[config.mk]
export PLATFORM = sky130hd
export DESIGN_NAME = uart_tx_feeder
export DESIGN_NICKNAME = d
export VERILOG_FILES = /design/src/rtl/uart_tx_feeder.sv
export SDC_FILE = /design/constraint.sdc
export NUM_CORES = 1
export LEC_CHECK = 0
export ABC_AREA = 1
export BUFFER_PORTS_ARGS = -buffer_cell sky130_fd_sc_hd__buf_2
export CAP_MARGIN = 0
export CORE_MARGIN = 2
export CORE_UTILIZATION = 45
export DETAILED_ROUTE_END_ITERATION = 7
export PLACE_DENSITY = 0.67
export RECOVER_POWER = 100
export SYNTH_ARGS = -nofsm -noshare
export SYNTH_HDL_FRONTEND = slang
export SYNTH_SLANG_ARGS = --single-unit
[constraint.sdc]
create_clock -name clk -period 1.8 [get_ports clk]
set_input_delay 0.27 -clock clk [delete_from_list [all_inputs] [get_ports clk]]
set_output_delay 0.27 -clock clk [all_outputs]
set_load 0.01 [all_outputs]
[src/rtl/uart_tx_feeder.sv]
// Byte FIFO plus a two-state sequencer that feeds the UART transmitter one frame at a time.
// A watchdog abandons a frame if the transmitter never reports completion.
module uart_tx_feeder #(
  parameter int CLKS_PER_BIT = 5208,
  parameter int DEPTH        = 16,
  parameter int TIMEOUT_CLKS = 12 * CLKS_PER_BIT
) (
  input  logic                       clk,
  input  logic                       rst_n,
  input  logic                       wr_en,
  input  logic [7:0]                 wr_data,
  output logic                       full,
  output logic                       empty,
  output logic [$clog2(DEPTH):0]     count,
  output logic                       overflow,
  output logic                       tx_dv,
  output logic [7:0]                 tx_byte,
  input  logic                       tx_done,
  output logic                       busy,
  output logic                       tx_timeout
);

  localparam int AW  = $clog2(DEPTH);
  localparam int WDW = $clog2(TIMEOUT_CLKS + 1);

  typedef enum logic {S_IDLE, S_WAIT} state_t;

  state_t          state_q, state_d;
  logic [7:0]      mem [DEPTH];
  logic [AW-1:0]   wr_ptr_q, wr_ptr_d;
  logic [AW-1:0]   rd_ptr_q, rd_ptr_d;
  logic [AW:0]     count_q, count_d;
  logic [WDW-1:0]  wdog_q, wdog_d;
  logic            tx_dv_q, overflow_q, tx_timeout_q;
  logic [7:0]      tx_byte_q;

  logic full_w, push, pop, wd_expire;

  // All decisions use pre-edge state, so nothing combinational reaches the outputs.
  assign full_w    = (count_q == (AW+1)'(DEPTH));
  assign push      = wr_en && !full_w;
  assign pop       = (state_q == S_IDLE) && (count_q != '0);
  assign wd_expire = (state_q == S_WAIT) && !tx_done && (wdog_q == WDW'(TIMEOUT_CLKS - 1));

  always_ff @(posedge clk) begin
    if (!rst_n) begin
      state_q <= S_IDLE;
    end else begin
      state_q <= state_d;
    end
  end

  always_comb begin
    state_d = state_q;
    case (state_q)
      S_IDLE:  if (pop) state_d = S_WAIT;
      S_WAIT:  if (tx_done || wd_expire) state_d = S_IDLE;
      default: state_d = S_IDLE;
    endcase
  end

  always_comb begin
    busy = (state_q == S_WAIT);
  end

  always_comb begin
    wr_ptr_d = push ? wr_ptr_q + AW'(1) : wr_ptr_q;
    rd_ptr_d = pop  ? rd_ptr_q + AW'(1) : rd_ptr_q;
    count_d  = count_q;
    case ({push, pop})
      2'b10:   count_d = count_q + (AW+1)'(1);
      2'b01:   count_d = count_q - (AW+1)'(1);
      default: count_d = count_q;
    endcase
    wdog_d = wdog_q;
    if (pop) begin
      wdog_d = '0;
    end else if (state_q == S_WAIT) begin
      wdog_d = wdog_q + WDW'(1);
    end
  end

  always_ff @(posedge clk) begin
    if (rst_n && push) begin
      mem[wr_ptr_q] <= wr_data;
    end
  end

  always_ff @(posedge clk) begin
    if (!rst_n) begin
      wr_ptr_q     <= '0;
      rd_ptr_q     <= '0;
      count_q      <= '0;
      wdog_q       <= '0;
      tx_dv_q      <= 1'b0;
      tx_byte_q    <= 8'h00;
      overflow_q   <= 1'b0;
      tx_timeout_q <= 1'b0;
    end else begin
      wr_ptr_q     <= wr_ptr_d;
      rd_ptr_q     <= rd_ptr_d;
      count_q      <= count_d;
      wdog_q       <= wdog_d;
      tx_dv_q      <= pop;
      overflow_q   <= wr_en && full_w;
      tx_timeout_q <= wd_expire;
      if (pop) begin
        tx_byte_q <= mem[rd_ptr_q];
      end
    end
  end

  assign full       = full_w;
  assign empty      = (count_q == '0);
  assign count      = count_q;
  assign overflow   = overflow_q;
  assign tx_dv      = tx_dv_q;
  assign tx_byte    = tx_byte_q;
  assign tx_timeout = tx_timeout_q;

endmodule

==> results list <==
* Run status: complete, but fails checks
- The checks that failed: negative setup slack.
- For this run, the number of Yosys warnings is 0.
- Counting every net in the synthesized netlist gives 819.
- CTS saw 169 sinks.
- The final layout contains routed wiring with a total length of around 16 mm.
- Met3 layer wire length in the routed design: 921 um
- Classification of the worst setup path: register to register
- Routed signal wires occupy layers up through met4.
- The number of cells on the worst reg-to-reg path is 11.
- Placed wire-length estimate: 10.6 mm
* Register area share after synthesis: 0.619
- Cell area after layout: 8760 um2
- The core region is 16500 um2.
* Proportion of netlist area held by the largest area contributor: 0.510
* Tot GR Track Use: 0.191
- For this configuration, the core starts out at a cell density of 0.458.
- In the final layout, the multi-input gates occupy 2280 um2.
- Number of levels in the clock H-tree: 4
* Die Ht: 133 um
- Synthesized area divided by synthesized cell count: 9.47 um2
* Peak fanout along the critical path: 5
- In this run the number of cells on the critical path is 11.
- Data arrival time of the critical path: ~2200 ps
* Cell internal power dissipation: 7.67 mW
- The die covers roughly 18000 um2.
- In this design, the stage delay of the slowest critical-path cell is approximately 400 ps.
- Area after detailed placement: 8110 um2
* EDFF count, synth: 128
- Cells after synthesis: 796
- After synthesis the netlist holds a flip-flop and latch count of 169.
- Across the routed clock network, the largest skew measured is 11.0 ps.
- During placement, the flow inserted port buffers numbering 30.
- Via count: 5300
- Number of placement rows: 47
* Setup violators final: 1
* Portion of total power attributed to sequential cells: 0.398
- Setup repair after global routing could not meet its margin everywhere.
* Peak supply drop: 0.743 mV
- Dividing the final minimum period by the clock period gives 1.00.
* Initial antenna violation count: 0
- Number of global-route vias before repair: about 5000
* Sw power: 3.66 mW
- The hold violation count in the final report was 0.
* Wire length of the first global-routing pass: 25.7 mm
* Worst-case headroom to the max-slew limit: 0.322
- Of the total power, the clock network draws 0.315.
- Pins over their slew limit: 0
* Most used standard cell by instance count after synthesis: sky130_fd_sc_hd__nand2_1
* TritonCTS clock tree: yes
* Weighted congestion at the end of routability-driven global placement: 0.882
* Cell Chain, Critical Path: nor2_4 > nand4_4 > nand2_2 > inv_2 > ha_4 > fa_2 > nand3_2 > nand2_2 > xnor2_1 > nand2_1 > a21oi_1
* Combinational fraction of design power: 0.287
- Sum of routed wire segments on met1: around 7 mm
* Number of cells traversed by the worst hold path: 3
- Post-route worst setup slack: -3.36 ps
- Synthesis-to-layout area growth: 16.2%
- Total area of sequential cells: 4670 um2
- The later pin in the worst-skew pair is clocked with a latency of roughly 420 ps.
* Utilization after layout: 0.532
- Mapped cell area: 7540 um2
* Die X-Extent: 133 um
- Layout Nets: roughly 880
- Yosys mapped the design onto 35 distinct sky130hd cell types.
- The tool flagged a number of max-cap violations equal to 0.
- Buffers inserted to repair hold after CTS numbered 0.
- Most frequently used flop master after synthesis: sky130_fd_sc_hd__edfxtp_1
- Routed length per instance: 14.7 um
* Crit-path leading delay family: adder cells
- The commonest cells after synthesis are sky130_fd_sc_hd__nand2_1 (242), sky130_fd_sc_hd__edfxtp_1 (128), sky130_fd_sc_hd__inv_1 (125).
- CTS clock-pin slew for the worst setup and hold paths: 60 ps
- Class of the tightest hold or removal check: input pin to register
* Lkg Pwr: 3.70 nW
* Fraction of layout instances using a drive strength above 1: 0.150
- For this design, the slowest cell found on the critical path is sky130_fd_sc_hd__fa_2.
- Via density per instance: 4.88
* Residual DRC count: 0
- Fill cells in the final layout number 1501.
- Once detail routing completed, the nets flagged for antenna violations numbered 0.
- Static timing analysis puts the maximum clock frequency at 555 MHz.
- Category of the worst setup path launch point: register
- The number of clock buffers added by TritonCTS is 17.
- At the pin with the least slew margin, the transition time is 1020 ps.
- No sink is reached through more buffers than the 2 on the longest clock path.
* Violation count after the first detailed-route iteration: 387
- Met2 wire len: roughly 7.5 mm
* Number of iterations in the first detailed-routing pass: 8
- The repair_antennas step left the layout with diodes totalling 0.
- Count of pins on the block boundary: 31
- Summed over all instances, the cell type with the most area after synthesis is sky130_fd_sc_hd__edfxtp_1.
- Of all flip-flops after synthesis, the portion carrying an async set or reset was 0.
* Clock root buffer: sky130_fd_sc_hd__clkbuf_16
- Crit path required time: 2160 ps
- Counting both buffers and inverters, the worst setup path holds a total of 1.
* Largest net degree at the start of global routing: 51
* Crit-path most repeated cell: sky130_fd_sc_hd__nand2_2
* Sort of element at the end of the critical path: register
* GRT overflow: 0
- Of the total power, the share spent switching nets is 0.323.
- The worst path in the final design needs a cycle of 1800 ps, including I/O delays and setup.
- Cell area power density: ~1300 nW/um2
- Leading cell types by total area after synthesis: sky130_fd_sc_hd__edfxtp_1 (51%), sky130_fd_sc_hd__nand2_1 (12%), sky130_fd_sc_hd__dfxtp_1 (11%)
[metrics by stage]
step | power (mW) | worst slack [ps] | cells | hold slack, ps | setup TNS [ps]
floorplan | 6.76 | 4.81 | 796 | 369 | 0
global placement | 7.64 | 27.3 | 1053 | 439 | 0
detailed placement | 7.68 | -13.6 | 1053 | 441 | -21.9
CTS | 11.2 | -28.0 | 1084 | 76.5 | -51.2
global route | 12.0 | -74.3 | 1087 | 86.2 | -887
finish | 11.3 | -3.36 | 1087 | 88.1 | -3.36
[what timing repair did]
item,in CTS,in global routing
gates resized for setup,1,19
pin swaps,0,5
setup endpoints to repair,2,20
buffers inserted,0,3
[final timing paths]
check	startpoint	endpoint	slack, ps
worst min register to register	tx_byte[1]	tx_byte[1]	450
worst min-delay path	wr_en	overflow	90
worst max register to register	count[0]	count[4]	-3
worst max-delay path	count[0]	count[4]	-3
[cells by family after synthesis]
group / after synthesis / share of synthesized area
AOI/OAI and AO/OA: 29 / 0.0211
xor gates and xnor gates: 9 / 0.0105
adders and majority gates: 11 / 0.0193
buffers and inverters: 162 / 0.0896
DFF: 169 / 0.619
and+or+nand+nor: 416 / 0.241
[layout by cell type (no fill, tap or decap), types with 3 or more instances in the layout]
| master | instances |
|---|---|
| sky130_fd_sc_hd__nand2_1 | 237 |
| sky130_fd_sc_hd__clkbuf_16 | 17 |
| sky130_fd_sc_hd__nand3_1 | 102 |
| sky130_fd_sc_hd__inv_2 | 8 |
| sky130_fd_sc_hd__dfxtp_2 | 6 |
| sky130_fd_sc_hd__nor2_4 | 5 |
| sky130_fd_sc_hd__o21ai_1 | 5 |
| sky130_fd_sc_hd__a21oi_1 | 14 |
| sky130_fd_sc_hd__inv_1 | 122 |
| sky130_fd_sc_hd__edfxtp_1 | 128 |
| sky130_fd_sc_hd__nor3_1 | 5 |
| sky130_fd_sc_hd__o21ai_0 | 5 |
| sky130_fd_sc_hd__xor2_1 | 6 |
| sky130_fd_sc_hd__nand4_1 | 7 |
| sky130_fd_sc_hd__ha_1 | 7 |
| sky130_fd_sc_hd__ha_4 | 3 |
| sky130_fd_sc_hd__xnor2_1 | 3 |
| sky130_fd_sc_hd__inv_6 | 5 |
| sky130_fd_sc_hd__nor2_1 | 35 |
| sky130_fd_sc_hd__nand2_2 | 11 |
| sky130_fd_sc_hd__dfxtp_1 | 35 |
| sky130_fd_sc_hd__buf_4 | 36 |
| sky130_fd_sc_hd__clkinv_4 | 3 |
| sky130_fd_sc_hd__nor2_2 | 5 |
| sky130_fd_sc_hd__clkbuf_1 | 21 |
| sky130_fd_sc_hd__buf_2 | 11 |
[power by group through the flow]
stage	clock network, mW	registers [mW]	logic [mW]
finish	3.57	4.51	3.25
global route	3.77	4.53	3.65
CTS	3.63	4.50	3.12
detailed placement	0	4.58	3.10
global placement	0	4.57	3.06
floorplan	0	4.65	2.12
[flip-flops by register name, indices dropped and copies added, names as in the netlist]
register,flops
mem,128
wdog_q,16
tx_byte,8
count,5
rd_ptr_q,4
wr_ptr_q,4
busy,1
overflow,1
tx_dv,1
tx_timeout,1
[metal layers]
layer | track usage | vias up
li1 | - | 2677
met1 | 0.253 | 2450
met2 | 0.310 | 144
met3 | 0.0350 | 29
met4 | 0.0792 | 0
met5 | 0 | -
[worst min-delay path: cells and delay by family]
kind / cells / cell delay, ps
buffers and inverters: 1 / 110
and+or+nand+nor: 2 / 90
[final cells by class]
| type | instances | share of cell area |
|---|---|---|
| sequential | 169 | 0.533 |
| multi-input combinational | 465 | 0.261 |
| inverter | 132 | 0.0567 |
| timing repair buffer | 70 | 0.0507 |
| clock buffer | 17 | 0.0486 |
| tap | 220 | 0.0314 |
| clock inverter | 14 | 0.0184 |
No activity file was read; power rests on OpenSTA's default activity.
